[src/rtl/if_fetch_pkg.sv]
// Shared definitions for the instruction-fetch stage.
//   fetch_state_e : fetch FSM states
//   PC_INC        : sequential PC step (one 32-bit instruction)
package if_fetch_pkg;

  typedef enum logic [1:0] {
    S_REQ  = 2'd0,  // ready to issue a request
    S_WAIT = 2'd1,  // request outstanding
    S_HOLD = 2'd2,  // word captured, waiting for IF/ID
    S_KILL = 2'd3   // drain outstanding request, drop its data
  } fetch_state_e;

  localparam int unsigned PC_INC = 4;

endpackage

[src/rtl/if_fetch.sv]
// Instruction-fetch stage: owns the PC, handshakes with the instruction
// memory and holds each fetched word until the IF/ID register takes it.
// Ports:
//   clk, rst          : clock, asynchronous active-low reset
//   stall[5:0]        : bit0 stalls the PC stage, bit1 stalls IF/ID
//   ex_b_flag/target  : EX redirect (higher priority)
//   id_b_flag/target  : ID redirect
//   mem_req/addr      : instruction memory request
//   mem_ready/rdata   : memory response, completes current request
//   if_pc/if_inst     : presented instruction (zero when no word held)
//   if_stall_req      : 1 when no valid instruction is presented
module if_fetch
  import if_fetch_pkg::*;
#(
  parameter int                ADDR_W   = 32,
  parameter int                INST_W   = 32,
  parameter logic [ADDR_W-1:0] RESET_PC = '0
) (
  input  logic              clk,
  input  logic              rst,
  input  logic [5:0]        stall,
  input  logic              ex_b_flag,
  input  logic [ADDR_W-1:0] ex_b_target,
  input  logic              id_b_flag,
  input  logic [ADDR_W-1:0] id_b_target,
  output logic              mem_req,
  output logic [ADDR_W-1:0] mem_addr,
  input  logic              mem_ready,
  input  logic [INST_W-1:0] mem_rdata,
  output logic [ADDR_W-1:0] if_pc,
  output logic [INST_W-1:0] if_inst,
  output logic              if_stall_req
);

  fetch_state_e      state_q, state_d;
  logic [ADDR_W-1:0] pc_q, pc_d;
  logic [ADDR_W-1:0] kill_addr_q, kill_addr_d;
  logic [INST_W-1:0] inst_q, inst_d;

  logic              redir;
  logic [ADDR_W-1:0] redir_tgt;
  logic              req_issue;
  logic              hold;
  logic              unused_stall;

  assign unused_stall = ^stall[5:2];

  assign redir     = ex_b_flag | id_b_flag;
  assign req_issue = (state_q == S_REQ) && !stall[0];
  assign hold      = (state_q == S_HOLD);

  always_comb begin
    redir_tgt      = ex_b_flag ? ex_b_target : id_b_target;
    redir_tgt[1:0] = 2'b00;
  end

  always_comb begin
    state_d     = state_q;
    pc_d        = pc_q;
    kill_addr_d = kill_addr_q;
    inst_d      = inst_q;
    case (state_q)
      S_REQ: begin
        if (req_issue) begin
          // A request issued this cycle is already on the bus, so a redirect
          // must still let it complete (drained in S_KILL if not ready yet).
          if (redir) begin
            pc_d = redir_tgt;
            if (!mem_ready) begin
              state_d     = S_KILL;
              kill_addr_d = pc_q;
            end
          end else if (mem_ready) begin
            inst_d  = mem_rdata;
            state_d = S_HOLD;
          end else begin
            state_d = S_WAIT;
          end
        end else if (redir) begin
          pc_d = redir_tgt;
        end
      end
      S_WAIT: begin
        if (redir) begin
          pc_d = redir_tgt;
          if (mem_ready) begin
            state_d = S_REQ;
          end else begin
            state_d     = S_KILL;
            kill_addr_d = pc_q;
          end
        end else if (mem_ready) begin
          inst_d  = mem_rdata;
          state_d = S_HOLD;
        end
      end
      S_HOLD: begin
        if (redir) begin
          pc_d    = redir_tgt;
          inst_d  = '0;
          state_d = S_REQ;
        end else if (!stall[1]) begin
          pc_d    = pc_q + ADDR_W'(PC_INC);
          state_d = S_REQ;
        end
      end
      S_KILL: begin
        if (redir) pc_d = redir_tgt;
        if (mem_ready) state_d = S_REQ;
      end
      default: state_d = S_REQ;
    endcase
  end

  always_ff @(posedge clk or negedge rst) begin
    if (!rst) begin
      state_q     <= S_REQ;
      pc_q        <= RESET_PC;
      kill_addr_q <= RESET_PC;
      inst_q      <= '0;
    end else begin
      state_q     <= state_d;
      pc_q        <= pc_d;
      kill_addr_q <= kill_addr_d;
      inst_q      <= inst_d;
    end
  end

  // Gated by rst so the request drops the instant reset is asserted.
  assign mem_req      = rst && ((state_q == S_WAIT) || (state_q == S_KILL) || req_issue);
  assign mem_addr     = (state_q == S_KILL) ? kill_addr_q : pc_q;
  assign if_pc        = hold ? pc_q : '0;
  assign if_inst      = hold ? inst_q : '0;
  assign if_stall_req = !hold;

endmodule

[config.mk]
export PLATFORM = sky130hd
export DESIGN_NAME = if_fetch
export DESIGN_NICKNAME = d
export VERILOG_FILES = /design/src/rtl/if_fetch_pkg.sv /design/src/rtl/if_fetch.sv
export SDC_FILE = /design/constraint.sdc
export NUM_CORES = 1
export LEC_CHECK = 0
export CORE_AREA = 3 3 102 123
export DETAILED_ROUTE_END_ITERATION = 7
export DIE_AREA = 0 0 105 126
export PLACE_DENSITY = 0.85
export SYNTH_ARGS = -nofsm -noshare
export SYNTH_HDL_FRONTEND = slang
export SYNTH_SLANG_ARGS = --single-unit
[constraint.sdc]
create_clock -name clk -period 5.4 [get_ports clk]
set_clock_uncertainty 0.2 [all_clocks]
set_input_delay 1.62 -clock clk [delete_from_list [all_inputs] [get_ports clk]]
set_output_delay 1.62 -clock clk [all_outputs]
set_load 0.03 [all_outputs]
==> impl_metrics.prom, run 1 <==
# TYPE chip_impl_metric gauge
chip_impl_metric{name="cts_repair_resize_count",unit=""} 0
chip_impl_metric{name="placement_rows",unit=""} 43
chip_impl_metric{name="core",unit="mm^2"} 0.01151
chip_impl_metric{name="synthDistinctLibCells",unit=""} 56
chip_impl_metric{name="synth.ff_latch_count",unit=""} 94
chip_impl_metric{name="clock_tree.htree_level_count",unit=""} 3
chip_impl_metric{name="ys_async_sr_fraction",unit="%"} 100.0
chip_impl_metric{name="drc_errors",unit=""} 0
chip_impl_metric{name="ys_warn_count",unit=""} 0
chip_impl_metric{name="synth.yosys.seq_area_share",unit="%"} 43.39
chip_impl_metric{name="clk_path_buf_depth",unit=""} 2
chip_impl_info{name="yosys.cell_count.top_type",value="dfrtp_1"} 1
chip_impl_metric{name="post_synth.cell_area_avg",unit="um^2"} 9.236
chip_impl_metric{name="crit_path_max_incr_delay",unit="ns"} 0.70
chip_impl_metric{name="final_period_minus_worst_setup_slack",unit="ns"} 4.940
chip_impl_info{name="critical_path_class",value="primary input to output pin"} 1
chip_impl_info{name="ys_dominant_reg_cell",value="dfrtp_1"} 1
chip_impl_metric{name="post_route_cells_drive_above_1_share",unit="%"} 13.33
chip_impl_metric{name="max_slew_margin",unit="%"} 43.16
chip_impl_info{name="synth_area_leader_cell",value="dfrtp_1"} 1
chip_impl_info{name="worst_hold_path_type",value="flip-flop to flip-flop"} 1
chip_impl_metric{name="finished_layout_cells",unit=""} 922
chip_impl_metric{name="initial_utilization",unit="%"} 47.09
chip_impl_metric{name="detailedRoute.firstPassIterationCount",unit=""} 5
chip_impl_metric{name="timing.setup.tns",unit="ns"} 0
chip_impl_metric{name="synthesis.instances",unit=""} 587
chip_impl_metric{name="post-synth-top-area-fraction",unit="%"} 43.39
chip_impl_metric{name="num_antenna_cells",unit=""} 0
chip_impl_info{name="status",value="finished clean"} 1
chip_impl_metric{name="io_buffers",unit=""} 192
chip_impl_metric{name="post_drt_wl_per_cell",unit="um"} 17.68
chip_impl_metric{name="cap_violations",unit=""} 0
chip_impl_metric{name="postLayoutCellArea",unit="mm^2"} 0.007736
chip_impl_metric{name="final_max_slew_viols",unit=""} 0
chip_impl_metric{name="total_leakage_power",unit="nW"} 3.137
chip_impl_info{name="critical_path.top_delay_family",value="buffers and inverters"} 1
chip_impl_info{name="crit_path_top_delay_cell",value="clkdlybuf4s50_1"} 1
chip_impl_metric{name="layout-area-overhead-vs-synth",unit="%"} 42.70
chip_impl_metric{name="grt_usage",unit="%"} 24.82
chip_impl_metric{name="routed_wl",unit="um"} 16300
chip_impl_metric{name="cp_data_arrival_time",unit="ns"} 3.12
chip_impl_metric{name="chipHeight",unit="um"} 126
chip_impl_metric{name="cts.clk_slew.worst_paths",unit="ns"} 0.07
chip_impl_metric{name="nFillCells",unit=""} 952
chip_impl_metric{name="hpwl",unit="um"} 12210
chip_impl_metric{name="grt_pass1_wl",unit="um"} 26500
chip_impl_metric{name="place_inst",unit=""} 906
chip_impl_metric{name="post_cts_hold_buffer_count",unit=""} 0
chip_impl_metric{name="p_per_area",unit="mW/mm^2"} 319.7
chip_impl_metric{name="data_required_critical_path",unit="ns"} 3.58
chip_impl_metric{name="clock_insertion_delay_worst_skew",unit="ns"} 0.34
chip_impl_metric{name="final.period_utilization",unit="%"} 91.48
chip_impl_metric{name="die-area",unit="mm^2"} 0.01323
chip_impl_metric{name="drtAntennaViolNets",unit=""} 0
chip_impl_info{name="start_kind",value="primary input"} 1
chip_impl_metric{name="worstPathMaxFanout",unit=""} 2
chip_impl_metric{name="io-pin-count",unit=""} 205
chip_impl_metric{name="power.ir.vdd_worst",unit="V"} 0.0001605
chip_impl_metric{name="globalRouteOverflowTotal",unit=""} 0
chip_impl_info{name="ys_top_cells_by_area",value="dfrtp_1 43%, mux2_2 13%, and2_1 7.2%"} 1
chip_impl_metric{name="syn-cell-area",unit="mm^2"} 0.005421
chip_impl_metric{name="worstPathBufferInverterCount",unit=""} 2
chip_impl_metric{name="count_of_vias_placed_by_the_detailed_router",unit=""} 5037
chip_impl_metric{name="postPlaceCellArea",unit="mm^2"} 0.007427
chip_impl_metric{name="place_congestion",unit=""} 0.8917
chip_impl_metric{name="drt_first_iter_violations",unit=""} 324
chip_impl_metric{name="finalHoldViolCount",unit=""} 0
chip_impl_metric{name="achievable-frequency",unit="MHz"} 202.4
chip_impl_metric{name="number_of_antenna_violations_at_the_first_check_in_global_routing",unit=""} 0
chip_impl_info{name="crit_path_cell_trace",value="clkdlybuf4s50_1 -> nor2_1 -> nor2_1 -> nor2b_1 -> clkdlybuf4s50_1"} 1
chip_impl_metric{name="tightest_slew",unit="ns"} 0.8462
chip_impl_metric{name="vias_per_cell",unit=""} 5.463
chip_impl_metric{name="grt_start_max_net_pins",unit=""} 67
chip_impl_metric{name="cts_setup_buffers",unit=""} 0
chip_impl_metric{name="number_of_global_route_vias_before_repair",unit=""} 5137
chip_impl_info{name="yosys-top-cells-count",value="94 x dfrtp_1, 90 x nand2_1, 62 x and2_1, 62 x mux2_2, 43 x o21ai_0"} 1
chip_impl_metric{name="setup_viol",unit=""} 0
chip_impl_metric{name="cts_buffers",unit=""} 9
chip_impl_metric{name="fin_nets",unit=""} 868
chip_impl_metric{name="number_of_synthesized_flops_with_an_enable_pin",unit=""} 0
chip_impl_info{name="ctsRootBufferMaster",value="clkbuf_16"} 1
chip_impl_info{name="timing.critical_path.to_type",value="output pin"} 1
chip_impl_metric{name="numClockSinks",unit=""} 94
chip_impl_info{name="grt_setup_unrepaired",value="no"} 1
chip_impl_info{name="tritoncts",value="built"} 1
chip_impl_metric{name="die_w",unit="um"} 105
## final timing paths
kind,startpoint,to,slack [ns],cells after the start
max in group asynchronous,rst,kill_addr_q[2]$_DFFE_PN0P_,2.67,3
hold reg to reg,inst_q[3]$_DFFE_PN0P_,inst_q[3]$_DFFE_PN0P_,0.27,2
setup / recovery,stall[0],mem_req,0.46,5
min in group asynchronous,rst,kill_addr_q[17]$_DFFE_PN0P_,1.13,2
setup reg to reg,state_q[1]$_DFFE_PN0P_,inst_q[16]$_DFFE_PN0P_,2.52,6
hold / removal,inst_q[3]$_DFFE_PN0P_,inst_q[3]$_DFFE_PN0P_,0.27,2
## metrics by stage
step,power [mW],setup WS [ns],util (%),hold WS (ns)
2_1_floorplan,1.486,1.349,-,0.2418
3_3_place_gp,1.800,0.4717,64.51,0.2559
3_5_place_dp,1.837,0.4506,64.51,0.2634
4_1_cts,2.493,0.4410,67.19,0.2785
5_1_grt,2.608,0.3971,67.19,0.3056
6_report,2.473,0.4598,67.19,0.2731
## per-layer routing
metal | global-route usage [%] | vias to the layer above | routed length (um)
li1 | - | 2382 | -
met1 | 30.59 | 2399 | 6617
met2 | 43.63 | 230 | 8327
met3 | 4.767 | 26 | 1047
met4 | 8.263 | 0 | 308
met5 | 0 | - | 0
## placed cells by master (no fill, tap or decap), drive strengths merged, types with 6 or more instances in the layout
cell type      instances
mux2                  62
nor3                  16
o22ai                 11
and2                  62
inv                    8
xor2                   6
nand2                 90
dfrtp                 94
buf                   11
a21oi                 25
mux2i                  8
o21ai                 46
a211oi                11
clkdlybuf4s50        191
nand4                 10
nor2                  34
nand3                 14
clkbuf                11
## power by group
part | switching [mW] | leakage (nW) | total (mW) | internal [mW]
clock network | 0.267 | 0.152 | 0.651 | 0.384
registers | 0.118 | 1.12 | 0.995 | 0.877
logic | 0.439 | 1.86 | 0.827 | 0.388
## sequential cells by signal, summed over array words and instances (netlist names)
| register | cells |
|---|---|
| kill_addr_q | 30 |
| state_q | 2 |
| pc_q | 30 |
| inst_q | 32 |
## layout make-up
cell class / instances / area, um^2 / area share, %
clock buffer: 11 / 252.7 / 3.267
multi-input combinational: 446 / 2858 / 36.94
sequential: 94 / 2352 / 30.41
timing repair buffer: 202 / 1994 / 25.78
tap: 157 / 196.4 / 2.539
inverter: 7 / 26.28 / 0.3396
clock inverter: 5 / 56.30 / 0.7278
## cells by family after synthesis
group | synth area share (%)
AND/OR/NAND/NOR | 23.40
flip-flops | 43.39
buffers and inverters | 4.408
other | 0.06917
AO/OA/AOI/OAI | 12.37
XOR/XNOR | 1.777
multiplexers | 14.36
adder cells (fa/ha/maj) | 0.2308
## tightest hold or removal path: cells and delay by family (launching register included)
family,cells,cell delay (ns)
compound gates,1,0.06
flops,1,0.34
simple gates,1,0.04
(Power assumes the default switching activity.)
==> run 2, diff against run 1 <==
Settings changed: CORE_AREA 3 3 102 123 to 3 3 111 113, DIE_AREA 0 0 105 126 to 0 0 114 116.
==> impl_metrics.prom, run 2 (same netlist as run 1, synthesis figures left out) <==
# TYPE chip_impl_metric gauge
chip_impl_metric{name="place_inst",unit=""} 892
chip_impl_metric{name="grt_start_max_net_pins",unit=""} 65
chip_impl_info{name="ctsRootBufferMaster",value="clkbuf_16"} 1
chip_impl_info{name="critical_path.top_delay_family",value="buffers and inverters"} 1
chip_impl_metric{name="layout-area-overhead-vs-synth",unit="%"} 42.07
chip_impl_metric{name="vias_per_cell",unit=""} 5.620
chip_impl_info{name="grt_setup_unrepaired",value="no"} 1
chip_impl_metric{name="finished_layout_cells",unit=""} 908
chip_impl_metric{name="cts_buffers",unit=""} 9
chip_impl_metric{name="cts_repair_resize_count",unit=""} 0
chip_impl_metric{name="routed_wl",unit="um"} 15990
chip_impl_metric{name="crit_path_max_incr_delay",unit="ns"} 0.69
chip_impl_info{name="status",value="finished clean"} 1
chip_impl_metric{name="final.period_utilization",unit="%"} 90.99
chip_impl_metric{name="power.ir.vdd_worst",unit="V"} 0.0001749
chip_impl_metric{name="io-pin-count",unit=""} 205
chip_impl_metric{name="largest_register_ff_count",unit=""} 32
chip_impl_metric{name="cap_violations",unit=""} 0
chip_impl_metric{name="final_max_slew_viols",unit=""} 0
chip_impl_metric{name="number_of_global_route_vias_before_repair",unit=""} 5072
chip_impl_metric{name="hpwl",unit="um"} 11960
chip_impl_info{name="timing.critical_path.to_type",value="output pin"} 1
chip_impl_metric{name="ff2ff_path_depth",unit=""} 6
chip_impl_metric{name="clk_path_buf_depth",unit=""} 2
chip_impl_metric{name="chipHeight",unit="um"} 116
chip_impl_info{name="final_cell_mix",value="191 x clkdlybuf4s50_1, 94 x dfrtp_1, 90 x nand2_1"} 1
chip_impl_metric{name="drtAntennaViolNets",unit=""} 0
chip_impl_metric{name="number_of_antenna_violations_at_the_first_check_in_global_routing",unit=""} 0
chip_impl_metric{name="worstPathMaxFanout",unit=""} 2
chip_impl_info{name="largest_register",value="inst_q"} 1
chip_impl_metric{name="globalRouteOverflowTotal",unit=""} 0
chip_impl_metric{name="r2r_slack",unit="ns"} 2.62
chip_impl_metric{name="initial_utilization",unit="%"} 47.48
chip_impl_metric{name="core",unit="mm^2"} 0.01142
chip_impl_metric{name="grt_usage",unit="%"} 24.33
chip_impl_metric{name="clock_insertion_delay_worst_skew",unit="ns"} 0.34
chip_impl_metric{name="timing.setup.tns",unit="ns"} 0
chip_impl_metric{name="tightest_slew",unit="ns"} 0.8955
chip_impl_info{name="endpoint",value="mem_req"} 1
chip_impl_metric{name="fin_nets",unit=""} 868
chip_impl_metric{name="achievable-frequency",unit="MHz"} 203.5
chip_impl_metric{name="drc_errors",unit=""} 0
chip_impl_metric{name="crit_cells",unit=""} 5
chip_impl_metric{name="numClockSinks",unit=""} 94
chip_impl_info{name="start_kind",value="primary input"} 1
chip_impl_info{name="critical_path_class",value="primary input to output pin"} 1
chip_impl_metric{name="p_per_area",unit="mW/mm^2"} 314.4
chip_impl_metric{name="grt_pass1_wl",unit="um"} 25590
chip_impl_metric{name="clock_tree.htree_level_count",unit=""} 3
chip_impl_metric{name="cts_setup_buffers",unit=""} 0
chip_impl_metric{name="count_of_vias_placed_by_the_detailed_router",unit=""} 5103
chip_impl_metric{name="post_route_cells_drive_above_1_share",unit="%"} 12.94
chip_impl_metric{name="final_period_minus_worst_setup_slack",unit="ns"} 4.914
chip_impl_metric{name="total_leakage_power",unit="nW"} 3.124
chip_impl_metric{name="finalHoldViolCount",unit=""} 0
chip_impl_metric{name="detailedRoute.firstPassIterationCount",unit=""} 7
chip_impl_metric{name="io_buffers",unit=""} 192
chip_impl_info{name="crit_path_cell_trace",value="clkdlybuf4s50_1 -> nor2_1 -> nor2_1 -> nor2b_1 -> clkdlybuf4s50_1"} 1
chip_impl_metric{name="cp_data_arrival_time",unit="ns"} 3.09
chip_impl_info{name="crit_path_top_delay_cell",value="clkdlybuf4s50_1"} 1
chip_impl_metric{name="cts.clk_slew.worst_paths",unit="ns"} 0.06
chip_impl_metric{name="die_w",unit="um"} 114
chip_impl_metric{name="setup_viol",unit=""} 0
chip_impl_info{name="worst_r2r_endpoint",value="pc_q[24]$_DFFE_PN0P_"} 1
chip_impl_metric{name="data_required_critical_path",unit="ns"} 3.58
chip_impl_info{name="reg.largest.list",value="inst_q: 32 flops, kill_addr_q: 30 flops, pc_q: 30 flops"} 1
chip_impl_metric{name="placement_rows",unit=""} 39
chip_impl_metric{name="post_cts_hold_buffer_count",unit=""} 0
chip_impl_metric{name="worstPathBufferInverterCount",unit=""} 2
chip_impl_info{name="startpoint",value="stall[0]"} 1
chip_impl_metric{name="max_slew_margin",unit="%"} 40.17
chip_impl_metric{name="place_congestion",unit=""} 0.8902
chip_impl_metric{name="post_drt_wl_per_cell",unit="um"} 17.60
chip_impl_info{name="worst_hold_path_type",value="flip-flop to flip-flop"} 1
chip_impl_info{name="mostFrequentLayoutCell",value="clkdlybuf4s50_1"} 1
chip_impl_metric{name="drt_first_iter_violations",unit=""} 555
chip_impl_metric{name="num_antenna_cells",unit=""} 0
chip_impl_info{name="critical_path.reg2reg.startpoint",value="state_q[1]$_DFFE_PN0P_"} 1
chip_impl_info{name="tritoncts",value="built"} 1
chip_impl_metric{name="die-area",unit="mm^2"} 0.01322
-- run 2: changes by cell type in the layout (fill, tap and decap cells not counted), sizes merged --
cell / change
clkinv: -1
bufinv: -1
clkbuf: +3
inv: -1
-- run 2: how the worst min path moves through the flow --
stage	endpoint	slack (ns)	startpoint	cells past startpoint
final	inst_q[30]$_DFFE_PN0P_	0.27	inst_q[30]$_DFFE_PN0P_	2
after global routing	inst_q[19]$_DFFE_PN0P_	0.31	inst_q[19]$_DFFE_PN0P_	2
after CTS	inst_q[21]$_DFFE_PN0P_	0.28	inst_q[21]$_DFFE_PN0P_	2
after detailed placement	inst_q[21]$_DFFE_PN0P_	0.26	inst_q[21]$_DFFE_PN0P_	2
after floorplan	inst_q[0]$_DFFE_PN0P_	0.24	inst_q[0]$_DFFE_PN0P_	2
after global placement	inst_q[24]$_DFFE_PN0P_	0.26	inst_q[24]$_DFFE_PN0P_	2
-- run 2: cell type report --
cell class	instances	area, um^2
Multi-Input combinational cell	446	2858
Clock buffer	14	264.0
Fill cell	856	3716
Sequential cell	94	2352
Inverter	7	26.28
Clock inverter	2	16.27
Tap cell	143	178.9
Timing Repair Buffer	202	2007
-- run 2: per-stage QoR --
stage,hold WS [ns],cell area (um^2),worst slack (ns),util (%),power [mW]
finish,0.2745,7702,0.4864,67.46,2.422
global route,0.3094,7702,0.4339,67.46,2.556
CTS,0.2768,7702,0.4999,67.46,2.432
detailed placement,0.2640,7422,0.4984,65.00,1.839
global placement,0.2559,7422,0.4944,65.00,1.805
floorplan,0.2418,5433,1.349,-,1.486
-- run 2: worst min-delay path, cell delays in order, from the launching register on --
cell	delay, ns
dfrtp_1	0.34
nand2_1	0.04
o21ai_0	0.06
-- run 2: routing by layer --
metal	routed length [um]	vias up	track usage [%]
met4	414	0	8.472
met2	7638	288	41.02
met3	1533	36	5.535
met5	0	-	0
met1	6398	2393	30.94
li1	-	2386	-
-- run 2: report_power, final --
group | total [mW] | leakage [nW] | internal (mW) | switching [mW]
Combinational | 0.827 | 1.87 | 0.389 | 0.438
Clock | 0.596 | 0.133 | 0.339 | 0.257
Sequential | 0.999 | 1.12 | 0.877 | 0.121
